[config.mk]
export PLATFORM = sky130hd
export DESIGN_NAME = gpp_field_extract
export DESIGN_NICKNAME = d
export VERILOG_FILES = /design/src/rtl/gpp_pkg.sv /design/src/rtl/gpp_field_slot.sv /design/src/rtl/gpp_field_extract.sv
export SDC_FILE = /design/constraint.sdc
export NUM_CORES = 1
export LEC_CHECK = 0
export BUFFER_PORTS_ARGS = -buffer_cell sky130_fd_sc_hd__buf_2
export CORE_ASPECT_RATIO = 1.5
export CORE_MARGIN = 2
export CORE_UTILIZATION = 63
export CTS_CLUSTER_SIZE = 12
export DETAILED_ROUTE_END_ITERATION = 12
export PLACE_DENSITY = 0.81
export SLEW_MARGIN = 20
export SYNTH_ARGS = -nofsm -noshare
export SYNTH_HDL_FRONTEND = slang
export SYNTH_HIERARCHICAL = 1
export SYNTH_SLANG_ARGS = --single-unit
[constraint.sdc]
create_clock -name clk -period 12 [get_ports clk]
set_clock_uncertainty 0.15 [all_clocks]
set_input_delay 0.6 -clock clk [delete_from_list [all_inputs] [get_ports clk]]
set_output_delay 0.6 -clock clk [all_outputs]
set_load 0.01 [all_outputs]
[src/rtl/gpp_pkg.sv]
// rtl/gpp_pkg.sv - shared types and default sizes for the generic packet field extractor
// Contents: default stream/field geometry, FSM state enum, per-field config struct.
package gpp_pkg;

  localparam int GPP_DW   = 32;  // stream word width
  localparam int GPP_NF   = 4;   // number of extracted fields
  localparam int GPP_FW   = 16;  // max field length
  localparam int GPP_OFFW = 9;   // bit-offset config width
  localparam int GPP_LENW = 5;   // length config width

  typedef enum logic {
    IDLE = 1'b0,
    BODY = 1'b1
  } gpp_state_t;

  typedef struct packed {
    logic [GPP_OFFW-1:0] off;
    logic [GPP_LENW-1:0] len;
  } gpp_fld_cfg_t;

endpackage

[src/rtl/gpp_field_slot.sv]
// rtl/gpp_field_slot.sv - one field extractor: shadow cfg, boundary accumulator, output regs
// Ports:
//   clk, reset     clock, asynchronous active-high reset
//   start          sop beat accepted this cycle (cfg_off/cfg_len are live, not shadowed)
//   beat           word accepted this cycle as part of a packet
//   word           packet word index of the current beat (saturating)
//   din            current stream word, MSB = lowest packet bit
//   cfg_off/len    live config, latched on start
//   f_data, f_v    registered field value and one-cycle completion strobe
//   pend           (GPP_SHORT_PKT_ERR_EN only) field enabled but not complete after this beat
module gpp_field_slot
  import gpp_pkg::*;
#(
  parameter int DW   = GPP_DW,
  parameter int FW   = GPP_FW,
  parameter int OFFW = GPP_OFFW,
  parameter int LENW = GPP_LENW,
  parameter int WCW  = GPP_OFFW - $clog2(GPP_DW)
) (
  input  logic            clk,
  input  logic            reset,
  input  logic            start,
  input  logic            beat,
  input  logic [WCW-1:0]  word,
  input  logic [DW-1:0]   din,
  input  logic [OFFW-1:0] cfg_off,
  input  logic [LENW-1:0] cfg_len,
  output logic [FW-1:0]   f_data,
  output logic            f_v
`ifdef GPP_SHORT_PKT_ERR_EN
  ,
  output logic            pend
`endif
);

  localparam int SH = $clog2(DW);
  localparam logic [LENW-1:0] FW_LEN = LENW'(FW);

  logic [OFFW-1:0]  sh_off;
  logic [LENW-1:0]  sh_len;
  logic             done;
  logic [FW-1:0]    acc;

  logic [OFFW-1:0]  off;
  logic [LENW-1:0]  len;
  logic [LENW-1:0]  eff_len;
  logic             en;
  logic             done_eff;
  logic [OFFW:0]    end_bit;
  logic [WCW-1:0]   ws;
  logic [WCW:0]     we;
  logic             hit_start;
  logic             hit_end;
  logic [SH-1:0]    shamt;
  logic [FW+DW-1:0] joined;
  logic [FW-1:0]    value;

  // The sop beat already belongs to the new packet, so it uses the live config.
  assign off      = start ? cfg_off : sh_off;
  assign len      = start ? cfg_len : sh_len;
  assign eff_len  = (len > FW_LEN) ? FW_LEN : len;
  assign en       = |len;
  assign done_eff = done & ~start;

  assign end_bit = {1'b0, off} + {{(OFFW+1-LENW){1'b0}}, eff_len} - {{OFFW{1'b0}}, 1'b1};
  assign ws      = off[OFFW-1:SH];
  // One extra bit so fields ending past the offset range never match a word index.
  assign we      = end_bit[OFFW:SH];

  assign hit_end   = beat & en & ~done_eff & ({1'b0, word} == we);
  assign hit_start = beat & en & ~done_eff & (word == ws) & ({1'b0, ws} != we);

  // A field spans at most two words; the head lives in the low FW bits of the earlier word.
  assign joined = {acc, din};
  // DW is a power of two, so DW-1-(end mod DW) is the bitwise complement of the low bits.
  assign shamt  = ~end_bit[SH-1:0];
  assign value  = FW'(joined >> shamt) & ~({FW{1'b1}} << eff_len);

`ifdef GPP_SHORT_PKT_ERR_EN
  assign pend = en & ~(done_eff | hit_end);
`endif

  always_ff @(posedge clk or posedge reset) begin
    if (reset) begin
      sh_off <= '0;
      sh_len <= '0;
      done   <= 1'b0;
      acc    <= '0;
      f_data <= '0;
      f_v    <= 1'b0;
    end else begin
      if (start) begin
        sh_off <= cfg_off;
        sh_len <= cfg_len;
      end
      if (beat) begin
        done <= done_eff | hit_end;
      end
      if (hit_start) begin
        acc <= din[FW-1:0];
      end
      f_v <= hit_end;
      if (hit_end) begin
        f_data <= value;
      end
    end
  end

endmodule

[src/rtl/gpp_field_extract.sv]
// rtl/gpp_field_extract.sv - stream tap extracting NF run-time configured header fields
// Optional feature macro: GPP_SHORT_PKT_ERR_EN (adds pkt_err, flags fields missing at eop).
// Ports:
//   clk, reset        clock, asynchronous active-high reset
//   din/din_v         stream word and valid (no backpressure)
//   din_sop/din_eop   packet delimiters, qualified by din_v
//   cfg_off/cfg_len   per-field offset/length, sampled on the sop beat
//   f_data/f_v        per-field value (right-justified) and completion strobe
//   pkt_done          strobe the cycle after an eop beat
//   pkt_err           strobe with pkt_done when an enabled field did not complete
module gpp_field_extract
  import gpp_pkg::*;
#(
  parameter int DW   = GPP_DW,
  parameter int NF   = GPP_NF,
  parameter int FW   = GPP_FW,
  parameter int OFFW = GPP_OFFW,
  parameter int LENW = GPP_LENW
) (
  input  logic               clk,
  input  logic               reset,
  input  logic [DW-1:0]      din,
  input  logic               din_v,
  input  logic               din_sop,
  input  logic               din_eop,
  input  logic [NF*OFFW-1:0] cfg_off,
  input  logic [NF*LENW-1:0] cfg_len,
  output logic [NF*FW-1:0]   f_data,
  output logic [NF-1:0]      f_v,
  output logic               pkt_done
`ifdef GPP_SHORT_PKT_ERR_EN
  ,
  output logic               pkt_err
`endif
);

  localparam int SH  = $clog2(DW);
  localparam int WCW = OFFW - SH;
  localparam logic [WCW-1:0] WC_MAX = '1;
  localparam logic [WCW-1:0] WC_ONE = {{(WCW-1){1'b0}}, 1'b1};

  gpp_state_t     state;
  logic [WCW-1:0] wcnt;   // index of the next beat within the packet
  logic [WCW-1:0] word;   // index of the current beat
  logic           start;
  logic           beat;

  // sop is honoured in either state; in BODY it aborts the packet in flight.
  assign start = din_v & din_sop;
  assign beat  = din_v & (din_sop | (state == BODY));
  assign word  = start ? '0 : wcnt;

`ifdef GPP_SHORT_PKT_ERR_EN
  logic [NF-1:0] pend;
`endif

  for (genvar g = 0; g < NF; g++) begin : g_slot
    gpp_field_slot #(
      .DW   (DW),
      .FW   (FW),
      .OFFW (OFFW),
      .LENW (LENW),
      .WCW  (WCW)
    ) u_slot (
      .clk     (clk),
      .reset   (reset),
      .start   (start),
      .beat    (beat),
      .word    (word),
      .din     (din),
      .cfg_off (cfg_off[g*OFFW +: OFFW]),
      .cfg_len (cfg_len[g*LENW +: LENW]),
      .f_data  (f_data[g*FW +: FW]),
      .f_v     (f_v[g])
`ifdef GPP_SHORT_PKT_ERR_EN
      ,
      .pend    (pend[g])
`endif
    );
  end

  always_ff @(posedge clk or posedge reset) begin
    if (reset) begin
      state    <= IDLE;
      wcnt     <= '0;
      pkt_done <= 1'b0;
    end else begin
      pkt_done <= beat & din_eop;
      if (beat) begin
        wcnt  <= (word == WC_MAX) ? WC_MAX : word + WC_ONE;
        state <= din_eop ? IDLE : BODY;
      end
    end
  end

`ifdef GPP_SHORT_PKT_ERR_EN
  always_ff @(posedge clk or posedge reset) begin
    if (reset) begin
      pkt_err <= 1'b0;
    end else begin
      pkt_err <= beat & din_eop & (|pend);
    end
  end
`else
  // Without completion tracking, fields missing at eop are simply never reported.
`endif

endmodule

== After elaboration in Yosys (flattened, before gate mapping) ==
Cells that the tools add are included.

* Input bits: 93
* Output and inout port bits: 69
* Flip-flop bits (word level): 198

* Equality and inequality tests: 13
* Mux-type cells: 15
* Magnitude comparators: 4
* Shift operators: 8
* Reductions and logical operators: 4
* Add/subtract/negate cells: 9
* Bitwise operators: 49

{| class="wikitable"
|+ Operator list
! operator !! count
|-
| $shr A48 B5 Y16 || 4
|-
| $and A16 B16 Y16 || 4
|-
| $not A16 Y16 || 4
|-
| $shl A16 B5 Y16 const A || 4
|-
| $add A9 B5 Y10 || 4
|-
| $mux W5 || 8
|-
| $sub A10 B1 Y10 const B || 4
|-
| $mux W9 || 4
|-
| $and A1 B1 Y1 || 27
|-
| $eq A4 B5 Y1 || 4
|-
| $gt A5 B5 Y1 const B || 4
|-
| $ne A4 B5 Y1 || 4
|-
| $not A5 Y5 || 4
|-
| $reduce_or A5 Y1 || 4
|-
| $eq A4 B4 Y1 || 4
|-
| $mux W4 || 2
|-
| $not A1 Y1 || 5
|-
| $or A1 B1 Y1 || 5
|-
| $add A4 B1 Y4 const B || 1
|-
| $eq A4 B4 Y1 const B || 1
|-
| $mux W1 || 1
|}

== Logic depth before layout (Yosys ltp) ==
* Word-level depth: 9
* Gate-level depth with buffers: 24

== Cells and area by module ==
Netlist, hierarchy kept.

{| class="wikitable"
|+ Modules (own cells, without submodules)
! module !! times used !! sequential area each (um^2) !! area each (um^2) !! cells an instance
|-
| gpp_field_slot (g_slot[1].u_slot ...) || 3 || 1176.1 || 4926.0 || 489
|-
| gpp_field_slot (g_slot[0].u_slot) || 1 || 1176.1 || 4948.5 || 494
|-
| gpp_field_extract || 1 || 150.1 || 319.1 || 32
|}

== Worst setup path after synthesis ==
No wires, ideal clock.

* Path kind: input-to-reg
* Start: in din_v
* End: reg g_slot[0].u_slot.f_data[8]
* Stages: 22
* Data arrival time: 5074 ps
* Setup time: 125 ps
* Path slack: 6651 ps
* Path buffers: 6
* Cells stage by stage: nand2_2 -> inv_1 -> buf_2 -> clkbuf_1 -> clkbuf_1 -> nor2_1 -> or3_1 -> nand2_1 -> ha_1 -> inv_1 -> ha_1 -> inv_1 -> fa_1 -> buf_2 -> buf_2 -> buf_4 -> mux2_2 -> o21ai_0 -> o21ai_0 -> a211oi_1 -> a221oi_1 -> mux2_2

* Longest elaborated chain between the ends: 9
* Elaborated cells on any way between the ends: 22
* Classes of those cells: add/sub: 2; order compare: 1; eq/ne: 1; shift: 2; mux: 4; bitwise: 11; reduce/logical: 1

{| class="wikitable"
|+ Ends and longest elaborated chain
! what !! RTL line !! text
|-
| start, declared || gpp_field_extract.sv:23 || <nowiki>input logic din_v,</nowiki>
|-
| $and A1 B1 Y1 (*) || gpp_field_extract.sv:49 || <nowiki>assign start = din_v & din_sop;</nowiki>
|-
| net start || gpp_field_extract.sv:45 || <nowiki>logic start;</nowiki>
|-
| $mux W5 || gpp_field_slot.sv:60 || <nowiki>assign len = start ? cfg_len : sh_len;</nowiki>
|-
| $gt A5 B5 Y1 || gpp_field_slot.sv:61 || <nowiki>assign eff_len = (len > FW_LEN) ? FW_LEN : len;</nowiki>
|-
| $mux W5 || gpp_field_slot.sv:61 ||
|-
| $add A9 B5 Y10 || gpp_field_slot.sv:65 || <nowiki>assign end_bit = {1'b0, off} + {{(OFFW+1-LENW){1'b0}}, eff_len} - {{OFFW{1'b0}}, 1'b1};</nowiki>
|-
| $sub A10 B1 Y10 || gpp_field_slot.sv:65 ||
|-
| $not A5 Y5 || gpp_field_slot.sv:76 || <nowiki>assign shamt = ~end_bit[SH-1:0];</nowiki>
|-
| $shr A48 B5 Y16 || gpp_field_slot.sv:77 || <nowiki>assign value = FW'(joined >> shamt) & ~({FW{1'b1}} << eff_len);</nowiki>
|-
| $and A16 B16 Y16 || gpp_field_slot.sv:77 ||
|-
| end signal, assigned || gpp_field_slot.sv:104 || <nowiki>f_data <= value;</nowiki>
|-
| end, declared || gpp_field_slot.sv:28 || <nowiki>output logic [FW-1:0] f_data,</nowiki>
|}

Mark *: on every way through the listed nets, which the timed path passes. The rest lies on a longest branch.
A chain may end at the register's enable or synchronous reset.

== Final worst setup path ==
* Start: in din_v
* End: reg g_slot[3].u_slot.f_data[11]

* Longest elaborated chain between the ends: 9
* Elaborated cells on any way between the ends: 22
* Classes of those cells: add/sub: 2; order compare: 1; eq/ne: 1; shift: 2; mux: 4; bitwise: 11; reduce/logical: 1

{| class="wikitable"
|+ Ends and longest elaborated chain
! what !! RTL line
|-
| $and A1 B1 Y1 (*) || gpp_field_extract.sv:49
|-
| net start || gpp_field_extract.sv:45
|-
| $mux W5 || --
|-
| $gt A5 B5 Y1 || gpp_field_slot.sv:61
|-
| $mux W5 || gpp_field_slot.sv:61
|-
| $add A9 B5 Y10 || gpp_field_slot.sv:65
|-
| $sub A10 B1 Y10 || gpp_field_slot.sv:65
|-
| $not A5 Y5 || gpp_field_slot.sv:76
|-
| $shr A48 B5 Y16 || gpp_field_slot.sv:77
|-
| $and A16 B16 Y16 || gpp_field_slot.sv:77
|-
| end signal, assigned || gpp_field_slot.sv:104
|-
| end, declared || gpp_field_slot.sv:28
|}

Marks and branches as above.

==> out/results.ini <==
[status]
status=finished, final reports clean

[critical_path]
reg2reg_depth=17
required_ns=12.21
worstSetupPathType=in -> reg
cp-start-kind=input pin
crit_path_top_delay_cell=buf_4
cp-end-kind=register
crit_path_max_incr_delay_ns=0.71
cp_cell_sequence=buf_2 > nand2_2 > inv_4 > buf_4 > mux2i_2 > nand2_1 > ha_1 > inv_1 > ha_2 > inv_1 > fa_2 > buf_4 > mux2_2 > mux2i_1 > mux4_2 > nor3_1 > or3_1 > mux2_2
path_max_fanout=55
cp.arrival_ns=6.15

[logic_synthesis]
yosysWarnings=6
synth_ff_type=dfrtp_1
muxShareOfSynthArea=0.372
yosysUniqueCellTypes=87
synth-adder-area-share=0.0371
syn-num-nets=2143
yosys-top-cells-count=mux2i_1 (214), dfrtp_1 (194), mux2_2 (155)
yosys.area.top_type=dfrtp_1
synthArstFlopShare=1.00
synth.avg_cell_area_sq_um=10.1
synth_area_sq_um=20000
synth.most_common_cell=mux2i_1
synth_top_family_by_area=multiplexers
syn_inst=1993
synth_top_area_frac=0.242
yosys.area_share.simple=0.0931
synth_compound_area_frac=0.152
yosysSeqAreaShare=0.242
synth_xor_xnor_area_share=0.0372
ys_ff_latch=194
synth_edf_count=0
synth_area_leaders=dfrtp_1 (24%), mux4_2 (13%), mux2i_1 (11%)

[timing]
final_hold_viol_count=0
grt_setup_unrepaired=false
fin_crit_sh=0.495
fmax_ghz=0.168
finalMaxSlewViolations=0
worst_slew_pin_slew_ns=0.987
slew_headroom=0.340
tns_ns=0
setup_ws_ns=6.06
setup_viol=0
min_period_ns=5.94

[placed_design]
hpwl_microns=40800
post-place-ws_ns=5.60
gp_congestion=0.952
postPlaceCellArea_sq_um=20800
dp.cells=2453
port_buffers=161

[clock_network]
insertion_delay_ns=0.47
clk_path_buf_depth=2
clkSinkCount=194
postCtsResizedCells=0
cts_tree=built
clk_pin_slew_worst_paths_ns=0.07
root_buffer=clkbuf_16
htreeDepth=4
cts_made_buffers=17

[final_layout]
final_net_count=2213
ff_latch_area_sq_um=4850
fillCellCount=2516
multi_input_area_sq_um=13900
fin_cells=2487
drive_above_1_share=0.289
area_delta_synth_final_pct=6.93
post-route-cell-area_sq_um=21400

[floorplanning]
core_sq_um=31500
io_pins=162
initial_core_util=0.636
core.rowCount=80
die_h_microns=222
die-area_sq_um=33300
dieWidth_microns=150

[global_route]
grt_pass1_wl_microns=90900
grt.busiest_layer=met2
use_met3=0.0524
grt_max_degree=63
grt_util_all_layers=0.349
use_met1=0.425
grt_pass1_vias=16722
use_met2=0.577
antenna_found_initial=1
globalRouteOverflowTotal=0

[power]
peakVddDrop_uv=177
finalPower_mw=6.32
leakage_nw=9.71
power.density_nw_per_um2=295

[route]
dr.first_iter.drc_count=1653
vias_per_cell=6.85
drc=0
num_vias=17028
postRouteAntennaNets=0
post_drt_wl_per_cell_microns=23.3
first_pass_iters=6
drt-total-wl_microns=57900

[run]
maxCapViolations=0

[worst_hold_path]
hold_depth=2
hp-class=in -> reg

-- timing repair --
action,in CTS,in global routing
buffers inserted,0,0
hold buffers,1,0
hold endpoints to repair,6,0
-- metrics by stage --
stage,util,hold WS [ns]
after detailed placement,0.659,0.319
after floorplan,-,0.241
after global placement,0.659,0.310
after global routing,0.680,0.177
after CTS,0.679,0.150
final,0.680,0.152
-- state kept, by name, summed over array words and instances, names as in the netlist --
register and cells:
state 1, g_slot.u_slot/f_data 64, g_slot.u_slot/sh_off 36, g_slot.u_slot/sh_len 20, g_slot.u_slot/f_v 4, wcnt 4, pkt_done 1, g_slot.u_slot/acc 60
g_slot.u_slot/done 4
-- area by class of cell --
type / count / area share
Antenna cell: 1 / 0.000117
Clock buffer: 19 / 0.0211
Clock inverter: 13 / 0.00788
Inverter: 137 / 0.0243
Multi-Input combinational cell: 1524 / 0.649
Sequential cell: 194 / 0.226
Tap cell: 410 / 0.0239
Timing Repair Buffer: 189 / 0.0475
-- logic make-up (layout without fill, tap and decap cells) --
kind of cell / Yosys count / after routing
multiplexers: 548 / 548
AO/OA/AOI/OAI: 430 / 430
AND/OR/NAND/NOR: 409 / 409
buffers and inverters: 275 / 358
flip-flops: 194 / 194
XOR/XNOR: 80 / 80
adder cells (fa/ha/maj): 57 / 57
other: 0 / 1
-- critical path: cells and delay by family --
family | cells | cell delay [ns]
fa+ha+maj | 3 | 1.01
simple gates | 4 | 0.58
mux | 5 | 1.84
buf+inv | 6 | 2.01
-- power breakdown --
| group | switching [mW] | internal [mW] | total, mW |
|---|---|---|---|
| Combinational | 2.54 | 2.11 | 4.65 |
| Sequential | 0.180 | 0.866 | 1.05 |
| Clock | 0.282 | 0.343 | 0.625 |
| Total | 3.00 | 3.32 | 6.32 |
-- path summary, 6_finish.rpt --
kind / startpoint / endpoint / slack, ns
worst max register to register: g_slot[0].u_slot/sh_len[4] / g_slot[0].u_slot/f_data[4] / 6.92
min in group asynchronous: reset / wcnt[0] / 0.54
max in group asynchronous: reset / g_slot[1].u_slot/f_data[2] / 10.25
worst max-delay path: din_v / g_slot[3].u_slot/f_data[11] / 6.06
worst min-delay path: din_eop / state / 0.15
worst min register to register: g_slot[2].u_slot/done / g_slot[2].u_slot/done / 0.34
-- cell usage in the layout, fill, tap and decap left out, types with 11 or more instances in the layout --
cell type | synthesis | routed
nand2_1 | 140 | 140
mux2i_1 | 214 | 214
mux4_2 | 118 | 118
mux2_2 | 155 | 155
buf_4 | 19 | 27
a221oi_1 | 11 | 11
clkbuf_16 | 0 | 17
o211ai_1 | 34 | 34
o21ai_0 | 66 | 66
ha_1 | 53 | 49
a21o_1 | 18 | 18
inv_1 | 136 | 131
mux2_4 | 40 | 40
a21oi_1 | 94 | 94
nor2b_1 | 29 | 29
nor3_1 | 39 | 39
o21a_1 | 14 | 14
nor2_1 | 134 | 134
o22ai_1 | 21 | 21
a211oi_1 | 46 | 46
nand3_1 | 19 | 19
buf_2 | 71 | 161
dfrtp_1 | 194 | 194
xor2_1 | 20 | 17
xnor2_1 | 54 | 53
-- metal layers --
layer  share of wire  vias up
met5         0.00012        -
met4           0.068        2
met3           0.073      263
met2            0.49      930
met1            0.37     8248
li1                -     7585
(Power assumes the default switching activity.)
